File: src/rtl/pipe_stage_reg.sv
// ============================================================================
// pipe_stage_reg
// ----------------------------------------------------------------------------
// Generic pipeline stage register. It sits between any two pipeline stages
// (IF/ID, ID/EX, EX/MEM, MEM/WB) and carries one flat payload vector that the
// instantiating stage packs with its own fields. It provides a valid/ready
// handshake, a synchronous flush, occupancy reporting and a saturating stall
// counter.
//
// Build option:
//   PIPE_STAGE_SKID_EN  defined   -> two entries (main + skid). in_ready comes
//                                    straight from a flop, so it does not
//                                    depend on out_ready.
//                       undefined -> single entry (main only). in_ready is
//                                    combinational: !main_valid | out_ready.
//
// Parameters:
//   DATA_W    payload width in bits
//   CNT_W     stall counter width
//
// Ports:
//   clk        in   clock, all state updates on the rising edge
//   rst        in   asynchronous active-low reset
//   flush      in   synchronous flush, kills all held entries
//   in_valid   in   upstream entry present
//   in_ready   out  stage can accept an entry this cycle
//   in_data    in   upstream payload
//   out_valid  out  entry presented downstream (from a flop)
//   out_ready  in   downstream accepts this cycle
//   out_data   out  payload of the head entry (from a flop)
//   occupancy  out  registered count of held entries (0..2)
//   clr_stats  in   synchronous clear of stall_cnt
//   stall_cnt  out  cycles with out_valid=1 and out_ready=0, saturating
// ============================================================================
module pipe_stage_reg #(
   parameter int DATA_W = 256,
   parameter int CNT_W  = 16
) (
   input  logic              clk,
   input  logic              rst,
   input  logic              flush,
   input  logic              in_valid,
   output logic              in_ready,
   input  logic [DATA_W-1:0] in_data,
   output logic              out_valid,
   input  logic              out_ready,
   output logic [DATA_W-1:0] out_data,
   output logic [1:0]        occupancy,
   input  logic              clr_stats,
   output logic [CNT_W-1:0]  stall_cnt
);

   localparam logic [CNT_W-1:0] CNT_MAX = '1;
   localparam logic [CNT_W-1:0] CNT_ONE = {{(CNT_W-1){1'b0}}, 1'b1};

   // Head register: it drives the downstream side directly.
   logic              mainValid_q, mainValid_d;
   logic [DATA_W-1:0] mainData_q,  mainData_d;

   logic [CNT_W-1:0]  stallCnt_q,  stallCnt_d;

   logic              accept;
   logic              emit;

   // Handshake events for this cycle.
   assign accept = in_valid & in_ready;
   assign emit   = mainValid_q & out_ready;

   assign out_valid = mainValid_q;
   assign out_data  = mainData_q;
   assign stall_cnt = stallCnt_q;

`ifdef PIPE_STAGE_SKID_EN

   // Skid register: catches the entry accepted while the head is stalled.
   logic              skidValid_q, skidValid_d;
   logic [DATA_W-1:0] skidData_q,  skidData_d;

   // Ready depends only on the skid flop, so upstream timing never sees
   // out_ready.
   assign in_ready  = ~skidValid_q;
   assign occupancy = {1'b0, mainValid_q} + {1'b0, skidValid_q};

   // Next-state for the two entries. On emit the skid entry (if any) moves
   // up to the head; a simultaneous accept lands wherever FIFO order puts it.
   // Flush is applied last so it overrides every other valid update. Payloads
   // are left as they are on flush because they are don't-care while invalid.
   always_comb begin
      mainValid_d = mainValid_q;
      mainData_d  = mainData_q;
      skidValid_d = skidValid_q;
      skidData_d  = skidData_q;

      if (emit) begin
         if (skidValid_q) begin
            mainValid_d = 1'b1;
            mainData_d  = skidData_q;
            skidValid_d = accept;
            if (accept) begin
               skidData_d = in_data;
            end
         end else begin
            mainValid_d = accept;
            if (accept) begin
               mainData_d = in_data;
            end
         end
      end else if (accept) begin
         if (mainValid_q) begin
            skidValid_d = 1'b1;
            skidData_d  = in_data;
         end else begin
            mainValid_d = 1'b1;
            mainData_d  = in_data;
         end
      end

      if (flush) begin
         mainValid_d = 1'b0;
         skidValid_d = 1'b0;
      end
   end

   // Skid state register.
   always_ff @(posedge clk or negedge rst) begin
      if (!rst) begin
         skidValid_q <= 1'b0;
         skidData_q  <= '0;
      end else begin
         skidValid_q <= skidValid_d;
         skidData_q  <= skidData_d;
      end
   end

`else

   // Single-entry build: the head may be refilled in the same cycle it
   // empties, which keeps full throughput at the cost of a combinational
   // ready path.
   assign in_ready  = ~mainValid_q | out_ready;
   assign occupancy = {1'b0, mainValid_q};

   // Next-state for the head entry. An accept always refills it (it is either
   // empty or emptying); otherwise an emit vacates it. Flush overrides.
   always_comb begin
      mainValid_d = mainValid_q;
      mainData_d  = mainData_q;

      if (accept) begin
         mainValid_d = 1'b1;
         mainData_d  = in_data;
      end else if (emit) begin
         mainValid_d = 1'b0;
      end

      if (flush) begin
         mainValid_d = 1'b0;
      end
   end

`endif

   // Head state register.
   always_ff @(posedge clk or negedge rst) begin
      if (!rst) begin
         mainValid_q <= 1'b0;
         mainData_q  <= '0;
      end else begin
         mainValid_q <= mainValid_d;
         mainData_q  <= mainData_d;
      end
   end

   // Stall counter: counts held-but-not-taken cycles (flush cycles included),
   // sticks at all-ones, and a clear request beats the increment.
   always_comb begin
      stallCnt_d = stallCnt_q;
      if (clr_stats) begin
         stallCnt_d = '0;
      end else if (mainValid_q && !out_ready && (stallCnt_q != CNT_MAX)) begin
         stallCnt_d = stallCnt_q + CNT_ONE;
      end
   end

   // Stall counter register.
   always_ff @(posedge clk or negedge rst) begin
      if (!rst) begin
         stallCnt_q <= '0;
      end else begin
         stallCnt_q <= stallCnt_d;
      end
   end

endmodule
File: config.mk
export PLATFORM = sky130hd
export DESIGN_NAME = pipe_stage_reg
export DESIGN_NICKNAME = d
export VERILOG_FILES = /design/src/rtl/pipe_stage_reg.sv
export SDC_FILE = /design/constraint.sdc
export NUM_CORES = 1
export LEC_CHECK = 0
export ABC_AREA = 1
export BUFFER_PORTS_ARGS = -buffer_cell sky130_fd_sc_hd__buf_2
export CELL_PAD_IN_SITES_DETAIL_PLACEMENT = 1
export CELL_PAD_IN_SITES_GLOBAL_PLACEMENT = 1
export CORE_AREA = 2 2 208 210
export DETAILED_ROUTE_END_ITERATION = 8
export DIE_AREA = 0 0 210 212
export GPL_TIMING_DRIVEN = 0
export PLACE_DENSITY_LB_ADDON = 0.25
export SLEW_MARGIN = 30
export SYNTH_ARGS = -nofsm -noshare
export SYNTH_HDL_FRONTEND = slang
export SYNTH_SLANG_ARGS = --single-unit
export TNS_END_PERCENT = 30
File: constraint.sdc
create_clock -name clk -period 2.2 [get_ports clk]
set_input_delay 0.44 -clock clk [delete_from_list [all_inputs] [get_ports clk]]
set_output_delay 0.44 -clock clk [all_outputs]
set_load 0.03 [all_outputs]
==> results.tsv <==
stage	metric	value	unit
status	status	completed	
timing	period_share	0.893	
logic_synthesis	synth.most_common_cell	dfrtp_1	
clock_tree	cts_buffer_depth	3	
logic_synthesis	syn_area	0.0105	sq mm
power_and_ir_drop	p_leak	7.44	nW
setup_path	rr_worst_depth	5	
global_routing	grt_overflow_total	0	
layout	layout-drive-gt1-share	0.684	
routing	dr_total_vias	7793	
timing	setup_tns	0	ps
global_routing	grt_pass1_vias	8567	
place	postPlaceCellArea	0.0140	sq mm
logic_synthesis	yosysTopAreaCell	dfrtp_1	
logic_synthesis	synthTopCellsByCount	273 x dfrtp_1, 256 x mux2_2, 57 x nand2_1	
layout	utilization	0.356	
clock_tree	cts_sinks	273	
setup_path	path_class	flop to flop	
layout	n_fill_cell	4753	
die	rows	76	
clock_tree	cts_tree	done	
layout	final_area	0.0152	sq mm
layout	fin_cells	1842	
timing	period_needed	1970	ps
layout	syn2layout_area_growth	43.7	%
logic_synthesis	synth-seq-area-share	0.648	
clock_tree	clock_latency	520	ps
global_routing	antenna_found_initial	5	
power_and_ir_drop	powerDensity	972	mW/mm^2
timing	finClkSkew	14.1	ps
timing	setup_viol	0	
die	chipWidth	210	um
logic_synthesis	synthTopCellsByArea	dfrtp_1 65%, mux2_2 27%, nand2_1 2.0%	
setup_path	timing.rr.start	out_valid	
setup_path	endpoint_kind	flop	
setup_path	r2r-end	out_data[122]	
layout	nets	1535	
power_and_ir_drop	ir_drop	656	uV
timing	hold_viol	0	
place	gp_congestion	0.738	
die	coreArea	0.0425	sq mm
clock_tree	ctsHtreeMaxLevel	2	
routing	via_per_inst	4.23	
flow_run	maxCapViolations	0	
routing	dr.pass1.iters	4	
setup_path	cp_max_fo	10	
die	die_y	212	um
logic_synthesis	ys_types	22	
global_routing	grt_max_degree	77	
clock_tree	post_cts_buffers	0	
place	placed_cells	1781	
timing	max_freq	509	MHz
setup_path	crit_arrival	2360	ps
timing	rsz0062_at_grt	false	
setup_path	crit_required	2600	ps
place	io_buffers	536	
routing	drt-initial-drc-count	187	
setup_path	rrSetupSlack	230	ps
layout	seq_area	0.00683	sq mm
layout	multi_input_area	0.00347	sq mm
power_and_ir_drop	power_frac_comb	0.216	
logic_synthesis	ys.flop_type	dfrtp_1	
global_routing	grt_pass1_wl	51000	um
routing	wire_per_inst	18.7	um
logic_synthesis	synthCells	696	
logic_synthesis	synth_fp_nets	959	
logic_synthesis	yosysWarnings	0	
logic_synthesis	syn_avg_cell_area	15.1	sq um
timing	tightest_slew	550	ps
power_and_ir_drop	switching_share	0.305	
timing	drv_slew	0	
power_and_ir_drop	power_frac_seq	0.400	
logic_synthesis	yosysTopAreaCellShare	0.648	
min_path	hold_start	flush	
place	dpl.hpwl	26600	um
die	die-area	0.0445	sq mm
power_and_ir_drop	pwr-share-clk	0.384	
min_path	worstHoldPathType	input pin to flop	
die	start_util	0.248	
clock_tree	cts_root_buffer	clkbuf_16	
timing	slew_headroom	0.634	
clock_tree	clk_pin_slew	60	ps
power_and_ir_drop	p_sw	0.00449	W
logic_synthesis	synth_seq_cells	273	
logic_synthesis	async_flop_share	1.00	
min_path	min_path_cells	2	
global_routing	grt_use_total	0.151	
die	design.portCount	538	
timing	hold_ws	77.9	ps
routing	ant_nets	0	
power_and_ir_drop	intPower	0.0102	W
setup_path	cp-start-kind	flop	
routing	route.detailed.drc	0	
logic_synthesis	synth_edf_count	0	
min_path	min_to	out_valid	
clock_tree	cts-buffers-inserted	34	
routing	routed_wl	34500	um
==> what timing repair did <==
item / in CTS / in global routing
gates resized for setup: 0 / 1
hold endpoints to repair: 65 / 0
hold buffers: 1 / 0
endpoints found under the setup margin: 0 / 10
==> area by class of cell <==
cell class                 count  share of cell area
clock buffer                  53              0.0689
tap                          546              0.0451
inverter                      16             0.00396
antenna                        1            0.000165
buffer                        33              0.0124
multi-input combinational    374               0.229
timing repair buffer         540               0.184
clock inverter                 6             0.00611
sequential                   273               0.451
==> state kept, by name, summed over array words and instances, names as in the netlist <==
register   cells
out_data     256
out_valid      1
stall_cnt     16
==> worst max path at each step <==
stage                     startpoint       endpoint  slack (ps)  cells past startpoint
after detailed placement   out_ready    out_data[5]        -140                      7
after floorplan            out_valid  out_data[196]         450                      5
after CTS                  out_valid    out_data[0]          30                      5
after global routing       out_valid  out_data[122]          20                      5
final                      out_valid  out_data[122]         230                      5
after global placement           rst  out_data[209]       -4840                      1
==> per-stage QoR <==
step | power, W | setup WS, ps
after floorplan | 0.00793 | 449
after global placement | 0.00913 | -4840
after detailed placement | 0.00922 | -137
after CTS | 0.0150 | 32.9
after global routing | 0.0154 | 22.5
final | 0.0147 | 235
==> worst max-delay path: stages (launching register included) <==
cell	delay [ps]
dfrtp_1	400
nand2_2	140
nand2_1	230
buf_2	300
buf_2	390
mux2_2	390
==> placed cells by master, fill, tap and decap left out, drive strengths merged, types with 2 or more instances in the layout <==
master and n:
buf 571, dfrtp 273, mux2 256, nand2 59, clkbuf 54, inv 17, nor2 17, nand3 14
nand4 13, o21ai 3, a21oi 3, xor2 3, nand3b 2, bufinv 2, clkinvlp 2
==> cell families (layout without fill, tap and decap cells) <==
logic type,after synthesis,count (layout),synth area share
AND/OR/NAND/NOR,107,107,0.0484
AO/OA/AOI/OAI,6,6,0.00285
adder cells (fa/ha/maj),1,1,0.00119
other,1,2,0.000356
flip-flops,273,273,0.648
multiplexers,256,256,0.273
XOR/XNOR,3,3,0.00249
buffers and inverters,49,648,0.0233
==> layer usage <==
layer,track usage,vias up,share of wire
met4,0.0550,6,0.026
met1,0.166,3894,0.37
li1,-,3547,-
met3,0.0483,58,0.072
met2,0.273,288,0.53
met5,0,-,0.0013
==> power by group through the flow <==
stage | Combinational (W) | Clock (W) | Sequential [W]
floorplan | 0.000746 | 0 | 0.00718
finish | 0.00318 | 0.00566 | 0.00590
global route | 0.00337 | 0.00605 | 0.00598
global placement | 0.00318 | 0 | 0.00595
detailed placement | 0.00323 | 0 | 0.00598
CTS | 0.00324 | 0.00590 | 0.00590
Power figures use the tool's default switching activity.
